`src/rtl/cla_slice_adder.sv`:
```
// cla_slice_adder: multi-cycle WIDTH-bit adder that processes one 4-bit slice per clock,
// least significant slice first. Each slice uses a flattened 4-bit carry-lookahead
// generator. The slice carry-out is registered and becomes the next slice's carry-in.
// Valid/ready handshakes on both the operand side and the result side.
module cla_slice_adder #(
    parameter int unsigned WIDTH = 16
) (
    input  logic             clk,
    input  logic             rst_n,
    input  logic             in_valid,
    output logic             in_ready,
    input  logic [WIDTH-1:0] a,
    input  logic [WIDTH-1:0] b,
    input  logic             cin,
    output logic             out_valid,
    input  logic             out_ready,
    output logic [WIDTH-1:0] sum,
    output logic             cout,
    output logic             ovf
);

    localparam int unsigned NSLICE = WIDTH / 4;
    localparam int unsigned IW     = (NSLICE > 1) ? $clog2(NSLICE) : 1;

    localparam logic [1:0] IDLE = 2'd0;
    localparam logic [1:0] RUN  = 2'd1;
    localparam logic [1:0] DONE = 2'd2;

    logic [1:0]       state_q;
    logic [IW-1:0]    idx_q;
    logic             carry_q;
    logic [WIDTH-1:0] a_q;
    logic [WIDTH-1:0] b_q;
    logic [WIDTH-1:0] sum_q;
    logic             cout_q;
    logic             ovf_q;

    logic [3:0] a_sl;
    logic [3:0] b_sl;
    logic [3:0] p;
    logic [3:0] g;
    logic [4:0] c;
    logic [3:0] s_sl;
    logic       last_slice;

    // Slice select, propagate/generate, and flattened lookahead carries for the current slice.
    always_comb begin
        a_sl = a_q[{idx_q, 2'b00} +: 4];
        b_sl = b_q[{idx_q, 2'b00} +: 4];
        p    = a_sl ^ b_sl;
        g    = a_sl & b_sl;
        c[0] = carry_q;
        c[1] = g[0] | (p[0] & carry_q);
        c[2] = g[1] | (p[1] & g[0]) | (p[1] & p[0] & carry_q);
        c[3] = g[2] | (p[2] & g[1]) | (p[2] & p[1] & g[0]) | (p[2] & p[1] & p[0] & carry_q);
        c[4] = g[3] | (p[3] & g[2]) | (p[3] & p[2] & g[1]) | (p[3] & p[2] & p[1] & g[0])
             | (p[3] & p[2] & p[1] & p[0] & carry_q);
        s_sl = p ^ c[3:0];
        last_slice = (idx_q == IW'(NSLICE - 1));
    end

    // Control FSM plus operand latch, per-slice sum write and final flags.
    always_ff @(posedge clk or negedge rst_n) begin
        if (!rst_n) begin
            state_q <= IDLE;
            idx_q   <= '0;
            carry_q <= 1'b0;
            a_q     <= '0;
            b_q     <= '0;
            sum_q   <= '0;
            cout_q  <= 1'b0;
            ovf_q   <= 1'b0;
        end else begin
            case (state_q)
                IDLE: begin
                    if (in_valid) begin
                        a_q     <= a;
                        b_q     <= b;
                        carry_q <= cin;
                        idx_q   <= '0;
                        state_q <= RUN;
                    end
                end
                RUN: begin
                    sum_q[{idx_q, 2'b00} +: 4] <= s_sl;
                    carry_q <= c[4];
                    idx_q   <= idx_q + IW'(1);
                    if (last_slice) begin
                        cout_q  <= c[4];
                        ovf_q   <= c[3] ^ c[4];
                        state_q <= DONE;
                    end
                end
                DONE: begin
                    // Result stays on the outputs after the handshake; only valid drops.
                    if (out_ready) begin
                        state_q <= IDLE;
                    end
                end
                default: state_q <= IDLE;
            endcase
        end
    end

    // Handshake flags decode directly from state; no accept while DONE.
    always_comb begin
        in_ready  = (state_q == IDLE);
        out_valid = (state_q == DONE);
        sum       = sum_q;
        cout      = cout_q;
        ovf       = ovf_q;
    end

endmodule

```
`config.mk`:
```
export PLATFORM = sky130hd
export DESIGN_NAME = cla_slice_adder
export DESIGN_NICKNAME = d
export VERILOG_FILES = /design/src/rtl/cla_slice_adder.sv
export SDC_FILE = /design/constraint.sdc
export NUM_CORES = 1
export LEC_CHECK = 0
export BUFFER_PORTS_ARGS = -buffer_cell sky130_fd_sc_hd__buf_2
export CAP_MARGIN = 25
export CORE_MARGIN = 2
export CORE_UTILIZATION = 43
export CTS_BUF_LIST = sky130_fd_sc_hd__clkbuf_16
export DETAILED_ROUTE_END_ITERATION = 10
export GPL_TIMING_DRIVEN = 0
export PLACE_DENSITY = 0.69
export SYNTH_ARGS = -nofsm -noshare
export SYNTH_HDL_FRONTEND = slang
export SYNTH_SLANG_ARGS = --single-unit
```
`constraint.sdc`:
```
create_clock -name clk -period 2.68 [get_ports clk]
set_clock_uncertainty 0.05 [all_clocks]
set_input_delay 0.134 -clock clk [delete_from_list [all_inputs] [get_ports clk]]
set_output_delay 0.134 -clock clk [all_outputs]
set_load 0.01 [all_outputs]
```
==> results.sh, run 1 <==
export IMPL_antenna_left=0
export IMPL_worstHoldPathCells=2
export IMPL_cts_buffers=5
export IMPL_gp_congestion=0.711
export IMPL_yosysSeqAreaShare_pct=53.2
export IMPL_syn_to_final_growth_pct=24.1
export IMPL_reg2reg_depth=7
export IMPL_seq_power_share_pct=30.3
export IMPL_grt_use_total_pct=17.1
export IMPL_hold_start="a[13]"
export IMPL_synthTopCellsByArea="dfrtp_1 53%, mux2_2 14%, mux4_2 7.0%"
export IMPL_ioPinCount=57
export IMPL_syn_area_per_cell_um2=14.8
export IMPL_cp_max_fo=10
export IMPL_timing_rr_start="idx_q[0]"
export IMPL_final_core_util_pct=54.9
export IMPL_setup_violations_final=0
export IMPL_p_leak_nw=1.52
export IMPL_holdPathEnd="a_q[13]"
export IMPL_status="finished clean"
export IMPL_die_h_um=81.6
export IMPL_r2r_end="sum[3]"
export IMPL_clock_path_buffers=2
export IMPL_critical_path_class="reg2reg"
export IMPL_synth_top_family_by_area="multiplexers"
export IMPL_syn_inst=175
export IMPL_synth_xor_xnor_area_share_pct=1.02
export IMPL_clock_latency_ns=0.29
export IMPL_cts_tree="built"
export IMPL_synth_compound_area_share_pct=8.90
export IMPL_first_iter_violations=55
export IMPL_combPwrFrac_pct=52.2
export IMPL_cp_end_kind="flip-flop"
export IMPL_synth_warnings=0
export IMPL_clkTransAtPathRegs_ns=0.07
export IMPL_grt_max_degree=33
export IMPL_first_pass_iters=4
export IMPL_drive_above_1_share_pct=51.9
export IMPL_final_common_cell="buf_2"
export IMPL_avgRoutedWirePerCell_um=15.7
export IMPL_clock_sinks=55
export IMPL_intPower_w=0.00286
export IMPL_p_switching_w=0.00178
export IMPL_fmax_mhz=391
export IMPL_wl_mm=4.98
export IMPL_worstPathRequired_ns=2.81
export IMPL_synthSimpleGateAreaFrac_pct=6.72
export IMPL_syn_num_nets=224
export IMPL_slowest_delay_ns=0.58
export IMPL_htree_levels=2
export IMPL_yosys_area_share_adder_pct=6.10
export IMPL_grt_antenna_before_repair=0
export IMPL_tns_ns=0
export IMPL_power_per_cell_area_mw_per_mm2=1450
export IMPL_crit_path_top_delay_cell="mux4_2"
export IMPL_crit_chain="buf_6 -> mux4_2 -> ha_1 -> a211oi_1 -> o21bai_2 -> xor2_2 -> a22o_2"
export IMPL_finalCritPeriodShare_pct=95.4
export IMPL_hold_path_class="in2reg"
export IMPL_relSlewSlack_pct=64.1
export IMPL_die_w_um=81.6
export IMPL_worst_r2r_setup_slack_ns=0.12
export IMPL_fp_coreArea_mm2=0.00585
export IMPL_root_buffer="clkbuf_16"
export IMPL_finalCriticalPeriod_ns=2.56
export IMPL_slew_viol_final=0
export IMPL_die_area_mm2=0.00665
export IMPL_ys_types=31
export IMPL_drv_cap=0
export IMPL_initial_core_util_pct=44.2
export IMPL_drcViolationCount=0
export IMPL_routed_via_count=1641
export IMPL_placementRows=28
export IMPL_grt_pass1_wl_mm=8.51
export IMPL_fin_total_pwr_w=0.00465
export IMPL_rsz0062_at_grt="no"
export IMPL_hold_violations=0
export IMPL_ir_drop_uv=849
export IMPL_final_cell_mix="56 x buf_2, 54 x dfrtp_1, 32 x mux2_2"
export IMPL_io_buffers=56
export IMPL_dp_hpwl_mm=3.73
export IMPL_yosysTopAreaCell="dfrtp_1"
export IMPL_antenna_cells=0
export IMPL_ys_ff_latch=55
export IMPL_tightest_slew_ns=0.539
export IMPL_synth_top_area_share_pct=53.2
export IMPL_crit_arrival_ns=2.68
export IMPL_synthMuxAreaShare_pct=21.3
export IMPL_swShare_pct=38.4
export IMPL_syn_cell_area_mm2=0.00259
export IMPL_grt_overflow_total=0
export IMPL_drt_vias_per_instance=5.16
export IMPL_setup_slack_ns=0.124
export IMPL_nNetsFinal=291
export IMPL_grt_pass1_vias=1779
export IMPL_cp_start_kind="flip-flop"
export IMPL_post_place_ws_ns=-0.278
export IMPL_p_clk_share_pct=17.5
power groups by stage:
stage / Combinational (W) / Clock [W] / Sequential (W)
6_report: 0.00242 / 0.000813 / 0.00141
5_1_grt: 0.00268 / 0.000858 / 0.00147
4_1_cts: 0.00245 / 0.000824 / 0.00142
3_5_place_dp: 0.00235 / 0 / 0.00145
3_3_place_gp: 0.00230 / 0 / 0.00143
2_1_floorplan: 0.00171 / 0 / 0.00142
final cells by class:
type | count | area [µm²]
Inverter | 4 | 15.0
Clock buffer | 5 | 125
Buffer | 7 | 57.6
Sequential cell | 55 | 1380
Fill cell | 520 | 2640
Clock inverter | 3 | 63.8
Timing Repair Buffer | 60 | 328
Multi-Input combinational cell | 109 | 1150
Tap cell | 75 | 93.8
worst max-delay path: cells and delay by family, from the launching register on:
kind,cells,cell delay (ns)
XOR/XNOR,1,0.20
multiplexers,1,0.58
adder cells (fa/ha/maj),1,0.33
buffers and inverters,1,0.18
flip-flops,1,0.37
AO/OA/AOI/OAI,3,0.73
through the flow:
step / instance area (µm²) / hold WS (ns) / instances
after floorplan: 2590 / -0.212 / 175
after CTS: 3210 / 0.0206 / 318
final: 3210 / 0.0230 / 318
after global routing: 3210 / 0.0191 / 318
after global placement: 2960 / 0.282 / 306
after detailed placement: 2980 / 0.0994 / 307
synthesized netlist by cell type:
master / n
o21ai_0: 6
a21oi_1: 2
xor2_1: 1
fa_1: 1
dfrtp_1: 55
xnor2_1: 2
nor4_4: 2
and2b_2: 1
buf_4: 4
a21o_1: 1
nor2_1: 3
clkbuf_1: 1
nand2b_1: 1
a22o_2: 4
o31ai_1: 1
a22o_1: 12
nor3b_1: 1
nand2_1: 11
a22oi_1: 1
a211oi_1: 1
or2b_2: 1
nor4b_4: 1
nand2_4: 1
buf_6: 2
o21bai_1: 2
inv_1: 4
mux2_2: 32
ha_1: 11
nor4_2: 1
mux2i_1: 1
mux4_2: 8
worst max path at each step:
stage,start,to,cells after the start,slack (ns)
2_1_floorplan,idx_q[0],sum[3],7,0.13
6_report,idx_q[0],sum[3],7,0.12
3_5_place_dp,idx_q[0],sum[3],7,-0.28
5_1_grt,idx_q[0],sum[3],7,0.002
4_1_cts,idx_q[0],sum[3],7,0.06
3_3_place_gp,idx_q[0],sum[3],7,-0.23
flip-flops by register name, summed over array words and instances, names as in the netlist:
signal   flops
b_q         16
sum         16
cout         1
idx_q        2
ovf          1
state_q      2
a_q         16
carry_q      1
cell families after synthesis:
| kind of cell | Yosys count |
|---|---|
| flops | 55 |
| mux | 41 |
| compound gates | 30 |
| simple gates | 23 |
| fa+ha+maj | 12 |
| buf+inv | 11 |
| xor+xnor | 3 |
layer usage:
metal	up-vias	track usage (%)	part of all wire, %
met5	-	0	0
met4	0	4.58	0.52
met3	2	4.51	5.3
met2	40	28.9	49
met1	820	21.8	45
li1	779	-	-
what timing repair did:
item	4_1_cts	5_1_grt
endpoints found under the hold margin	24	0
gates resized for setup	3	1
hold buffers	2	0
cloned	0	0
setup buffers	1	0
endpoints found under the setup margin	11	2
(Power assumes the default switching activity.)
==> run 2: changes to the inputs <==
clock period = 2.1 ns   (was 2.68 ns; I/O delays follow)
==> results.sh, run 2 (synthesized netlist as in run 1, its figures left out) <==
export IMPL_grt_pass1_vias=1794
export IMPL_status="finished with violations"
export IMPL_syn_to_final_growth_pct=34.0
export IMPL_grt_pass1_wl_mm=8.76
export IMPL_finalCriticalPeriod_ns=2.37
export IMPL_hold_path_class="in2reg"
export IMPL_setup_violations_final=19
export IMPL_drt_vias_per_instance=4.99
export IMPL_clkTransAtPathRegs_ns=0.07
export IMPL_clock_latency_ns=0.29
export IMPL_fin_total_pwr_w=0.00654
export IMPL_slew_viol_final=0
export IMPL_violations="negative setup slack"
export IMPL_fp_coreArea_mm2=0.00585
export IMPL_clock_sinks=55
export IMPL_first_iter_violations=108
export IMPL_hold_violations=0
export IMPL_nNetsFinal=314
export IMPL_avgRoutedWirePerCell_um=15.6
export IMPL_stdcell_area_mm2=0.00346
export IMPL_cts_tree="built"
export IMPL_fmax_mhz=422
export IMPL_dp_hpwl_mm=3.74
export IMPL_timing_rr_start="idx_q[0]"
export IMPL_grt_overflow_total=0
export IMPL_cp_max_fo=7
export IMPL_die_area_mm2=0.00665
export IMPL_crit_arrival_ns=2.50
export IMPL_die_w_um=81.6
export IMPL_root_buffer="clkbuf_16"
export IMPL_antenna_cells=0
export IMPL_tightest_slew_ns=0.448
export IMPL_drv_cap=0
export IMPL_instances_no_fill=341
export IMPL_io_buffers=56
export IMPL_p_clk_share_pct=12.0
export IMPL_setup_slack_ns=-0.271
export IMPL_cp_end_kind="flip-flop"
export IMPL_first_pass_iters=3
export IMPL_p_leak_nw=1.62
export IMPL_antenna_left=0
export IMPL_ioPinCount=57
export IMPL_final_cell_mix="57 x buf_2, 54 x dfrtp_1, 32 x mux2_2"
export IMPL_final_common_cell="buf_2"
export IMPL_dpl_cell_area_mm2=0.00302
export IMPL_rsz0062_at_grt="yes"
export IMPL_post_place_ws_ns=-0.578
export IMPL_timing_critical_path_from="idx_q[0]"
export IMPL_grt_use_total_pct=17.8
export IMPL_dp_cells=307
export IMPL_cts_buffers=5
export IMPL_clock_path_buffers=2
export IMPL_die_h_um=81.6
export IMPL_placementRows=28
export IMPL_grt_antenna_before_repair=0
export IMPL_cp_start_kind="flip-flop"
export IMPL_htree_levels=2
export IMPL_drcViolationCount=0
export IMPL_swShare_pct=39.6
export IMPL_relSlewSlack_pct=70.1
export IMPL_power_per_cell_area_mw_per_mm2=1890
export IMPL_seq_power_share_pct=27.7
export IMPL_intPower_w=0.00395
export IMPL_gp_congestion=0.696
export IMPL_combPwrFrac_pct=60.3
export IMPL_drive_above_1_share_pct=52.6
export IMPL_worstPathRequired_ns=2.23
export IMPL_grt_max_degree=38
export IMPL_finalCritPeriodShare_pct=113
export IMPL_critical_path_class="reg2reg"
export IMPL_wl_mm=5.31
export IMPL_ir_drop_uv=1050
export IMPL_p_switching_w=0.00259
export IMPL_initial_core_util_pct=44.2
export IMPL_routed_via_count=1700
export IMPL_whs_ns=0.000343
export IMPL_hold_start="b[7]"
==> run 2: per-layer routing <==
| layer | global-route usage [%] | vias to the layer above | share of wire (%) |
|---|---|---|---|
| li1 | - | 823 | - |
| met1 | 22.8 | 835 | 44 |
| met2 | 30.9 | 37 | 51 |
| met3 | 3.63 | 5 | 3.8 |
| met4 | 4.07 | 0 | 0.90 |
| met5 | 0 | - | 0 |
==> run 2: power groups by stage <==
| stage | Clock (W) | Combinational (W) | Sequential, W |
|---|---|---|---|
| after floorplan | 0 | 0.00236 | 0.00182 |
| after global placement | 0 | 0.00309 | 0.00184 |
| after detailed placement | 0 | 0.00316 | 0.00186 |
| after CTS | 0.000793 | 0.00371 | 0.00182 |
| after global routing | 0.000842 | 0.00426 | 0.00188 |
| final | 0.000786 | 0.00394 | 0.00181 |
==> run 2: final timing paths <==
kind                            endpoint  slack (ns)  depth (start not counted)
worst max-delay path              sum[3]       -0.27                          7
worst min-delay path              b_q[7]      0.0003                          2
worst max register to register    sum[3]       -0.27                          7
worst min register to register   sum[15]        0.45                          1
max in group asynchronous       idx_q[0]        1.21                          3
min in group asynchronous        sum[12]        0.24                          2
==> run 2: per-stage QoR <==
step / util (%) / TNS [ns]
floorplan: - / -2.17
global placement: 51.2 / -7.35
detailed placement: 51.5 / -7.61
CTS: 58.1 / -3.04
global route: 59.2 / -4.09
finish: 59.2 / -3.08
==> run 2: critical path: stages, from the launching register on <==
cell and delay, ns:
dfrtp_2 0.40, buf_12 0.14, mux4_2 0.58, ha_4 0.26
a211oi_4 0.21, o21bai_2 0.12, xor2_2 0.23, a22o_2 0.25
==> run 2: what timing repair did <==
action	in CTS	in global routing
gates cloned	0	0
hold buffers	17	3
resized for setup	12	4
setup buffers	5	3
endpoints found under the hold margin	34	3
pin swaps	21	12
setup endpoints to repair	19	19
==> run 2: cell type report <==
class	count	area (µm²)
fill	478	2390
sequential	55	1380
multi-input combinational	109	1220
timing repair buffer	83	549
clock buffer	5	125
tap	75	93.8
buffer	7	66.3
inverter	4	15.0
clock inverter	3	12.5
==> run 3: changes to the inputs <==
PLACE_DENSITY = 0.68   (was 0.69)
==> results.sh, run 3 (synthesized netlist as in run 1, its figures left out) <==
export IMPL_fp_coreArea_mm2=0.00585
export IMPL_ir_drop_uv=1200
export IMPL_wl_mm=5.39
export IMPL_dp_hpwl_mm=3.71
export IMPL_clkTransAtPathRegs_ns=0.07
export IMPL_setup_slack_ns=-0.258
export IMPL_cp_end_kind="flip-flop"
export IMPL_cts_buffers=5
export IMPL_die_area_mm2=0.00665
export IMPL_nNetsFinal=320
export IMPL_p_leak_nw=1.65
export IMPL_finalCriticalPeriod_ns=2.36
export IMPL_routed_via_count=1746
export IMPL_hold_violations=1
export IMPL_drv_cap=0
export IMPL_io_buffers=56
export IMPL_timing_rr_start="idx_q[0]"
export IMPL_hold_path_class="in2reg"
export IMPL_placementRows=28
export IMPL_dp_cells=307
export IMPL_cp_max_fo=5
export IMPL_crit_arrival_ns=2.48
export IMPL_worstPathRequired_ns=2.22
export IMPL_die_h_um=81.6
export IMPL_tns_ns=-3.21
export IMPL_grt_use_total_pct=17.5
export IMPL_grt_max_degree=37
export IMPL_slew_viol_final=0
export IMPL_fmax_mhz=424
export IMPL_drt_vias_per_instance=5.03
export IMPL_clock_latency_ns=0.29
export IMPL_die_w_um=81.6
export IMPL_finalCritPeriodShare_pct=112
export IMPL_drive_above_1_share_pct=52.9
export IMPL_cp_top_family="compound AO/OA/AOI/OAI gates"
export IMPL_critPathCapture="sum[3]"
export IMPL_power_per_cell_area_mw_per_mm2=1930
export IMPL_cts_tree="built"
export IMPL_crit_chain="buf_12 -> mux4_2 -> ha_4 -> a211oi_4 -> o21bai_4 -> xor2_4 -> a22o_2"
export IMPL_avgRoutedWirePerCell_um=15.5
export IMPL_violations="negative hold slack, negative setup slack"
export IMPL_cp_depth=7
export IMPL_first_iter_violations=99
export IMPL_r2r_end="sum[3]"
export IMPL_fillers=456
export IMPL_slowest_delay_ns=0.57
export IMPL_rsz0062_at_grt="yes"
export IMPL_gp_congestion=0.704
export IMPL_setup_violations_final=19
export IMPL_regArea_mm2=0.00138
export IMPL_root_buffer="clkbuf_16"
export IMPL_syn_to_final_growth_pct=37.6
export IMPL_ioPinCount=57
export IMPL_critical_path_class="reg2reg"
export IMPL_instances_no_fill=347
export IMPL_timing_critical_path_from="idx_q[0]"
export IMPL_drcViolationCount=0
export IMPL_multi_input_area_mm2=0.00125
export IMPL_final_cell_mix="56 x buf_2, 54 x dfrtp_1, 32 x mux2_2"
export IMPL_fin_total_pwr_w=0.00686
export IMPL_final_core_util_pct=60.8
export IMPL_post_place_ws_ns=-0.545
export IMPL_reg2reg_depth=7
export IMPL_grt_pass1_wl_mm=8.78
export IMPL_crit_path_top_delay_cell="mux4_2"
export IMPL_initial_core_util_pct=44.2
export IMPL_first_pass_iters=4
export IMPL_htree_levels=2
export IMPL_grt_overflow_total=0
export IMPL_worst_r2r_setup_slack_ns=-0.26
export IMPL_grt_antenna_before_repair=0
export IMPL_hold_start="a[12]"
export IMPL_cp_num_buf_inv=1
export IMPL_tightest_slew_ns=0.460
export IMPL_cp_start_kind="flip-flop"
export IMPL_grt_pass1_vias=1799
export IMPL_relSlewSlack_pct=69.3
export IMPL_whs_ns=-0.000342
export IMPL_antenna_left=0
export IMPL_final_common_cell="buf_2"
export IMPL_antenna_cells=0
export IMPL_clock_path_buffers=2
export IMPL_clock_sinks=55
export IMPL_status="finished with violations"
run 3: cell types whose count changed in the layout (fill, tap and decap cells not counted), sizes merged:
cell / delta
buf: +1
clkbuf: +2
clkinvlp: +1
dlygate4sd3: +3
inv: -1
run 3: metrics by stage:
| stage | cell area [µm²] | hold slack, ns |
|---|---|---|
| 2_1_floorplan | 2620 | -0.241 |
| 3_3_place_gp | 3000 | 0.252 |
| 3_5_place_dp | 3020 | 0.0298 |
| 4_1_cts | 3460 | 0.000547 |
| 5_1_grt | 3560 | 0.00195 |
| 6_report | 3560 | -0.000342 |
run 3: what timing repair did:
action	CTS	global route
cloned	0	1
endpoints found under the hold margin	40	1
endpoints found under the setup margin	19	19
pin swaps	4	7
buffers inserted	4	4
gates resized for setup	12	6
hold buffers	22	1
run 3: worst min-delay path by stage:
stage                     cells after the start    endpoint  slack [ns]
after detailed placement                      1  state_q[1]        0.03
after global placement                        2  state_q[1]        0.25
after global routing                          2      a_q[1]       0.002
after floorplan                               0      a_q[0]       -0.24
final                                         2     a_q[12]     -0.0003
after CTS                                     2     a_q[12]      0.0005
run 3: worst reg2reg max path, cell delays in order (launching register included):
cell and delay [ns]:
dfrtp_2 0.41, buf_12 0.14, mux4_2 0.57, ha_4 0.28, a211oi_4 0.23, o21bai_4 0.12, xor2_4 0.22, a22o_2 0.23
run 3: routing by layer:
| layer | GRT usage (%) | routed length, µm | share of wire, % | up-vias |
|---|---|---|---|---|
| li1 | - | - | - | 834 |
| met1 | 23.0 | 2330 | 43 | 870 |
| met2 | 29.9 | 2830 | 52 | 37 |
| met3 | 3.85 | 195 | 3.6 | 5 |
| met4 | 3.56 | 42 | 0.78 | 0 |
| met5 | 0 | 0 | 0 | - |
run 3: layout make-up:
cell class / instances / area share (%)
repair buffers: 89 / 17.3
plain buffers: 7 / 1.93
flip-flops and latches: 55 / 38.7
multi-input cells: 109 / 35.1
inverters: 4 / 0.422
well taps: 75 / 2.64
clock inverters: 3 / 0.422
clock buffers: 5 / 3.52
run 3: where the power goes:
part	switching, W	total [W]	internal [W]
clock	0.000355	0.000789	0.000434
combinational	0.00209	0.00425	0.00216
sequential	0.000280	0.00182	0.00154
total	0.00272	0.00686	0.00414
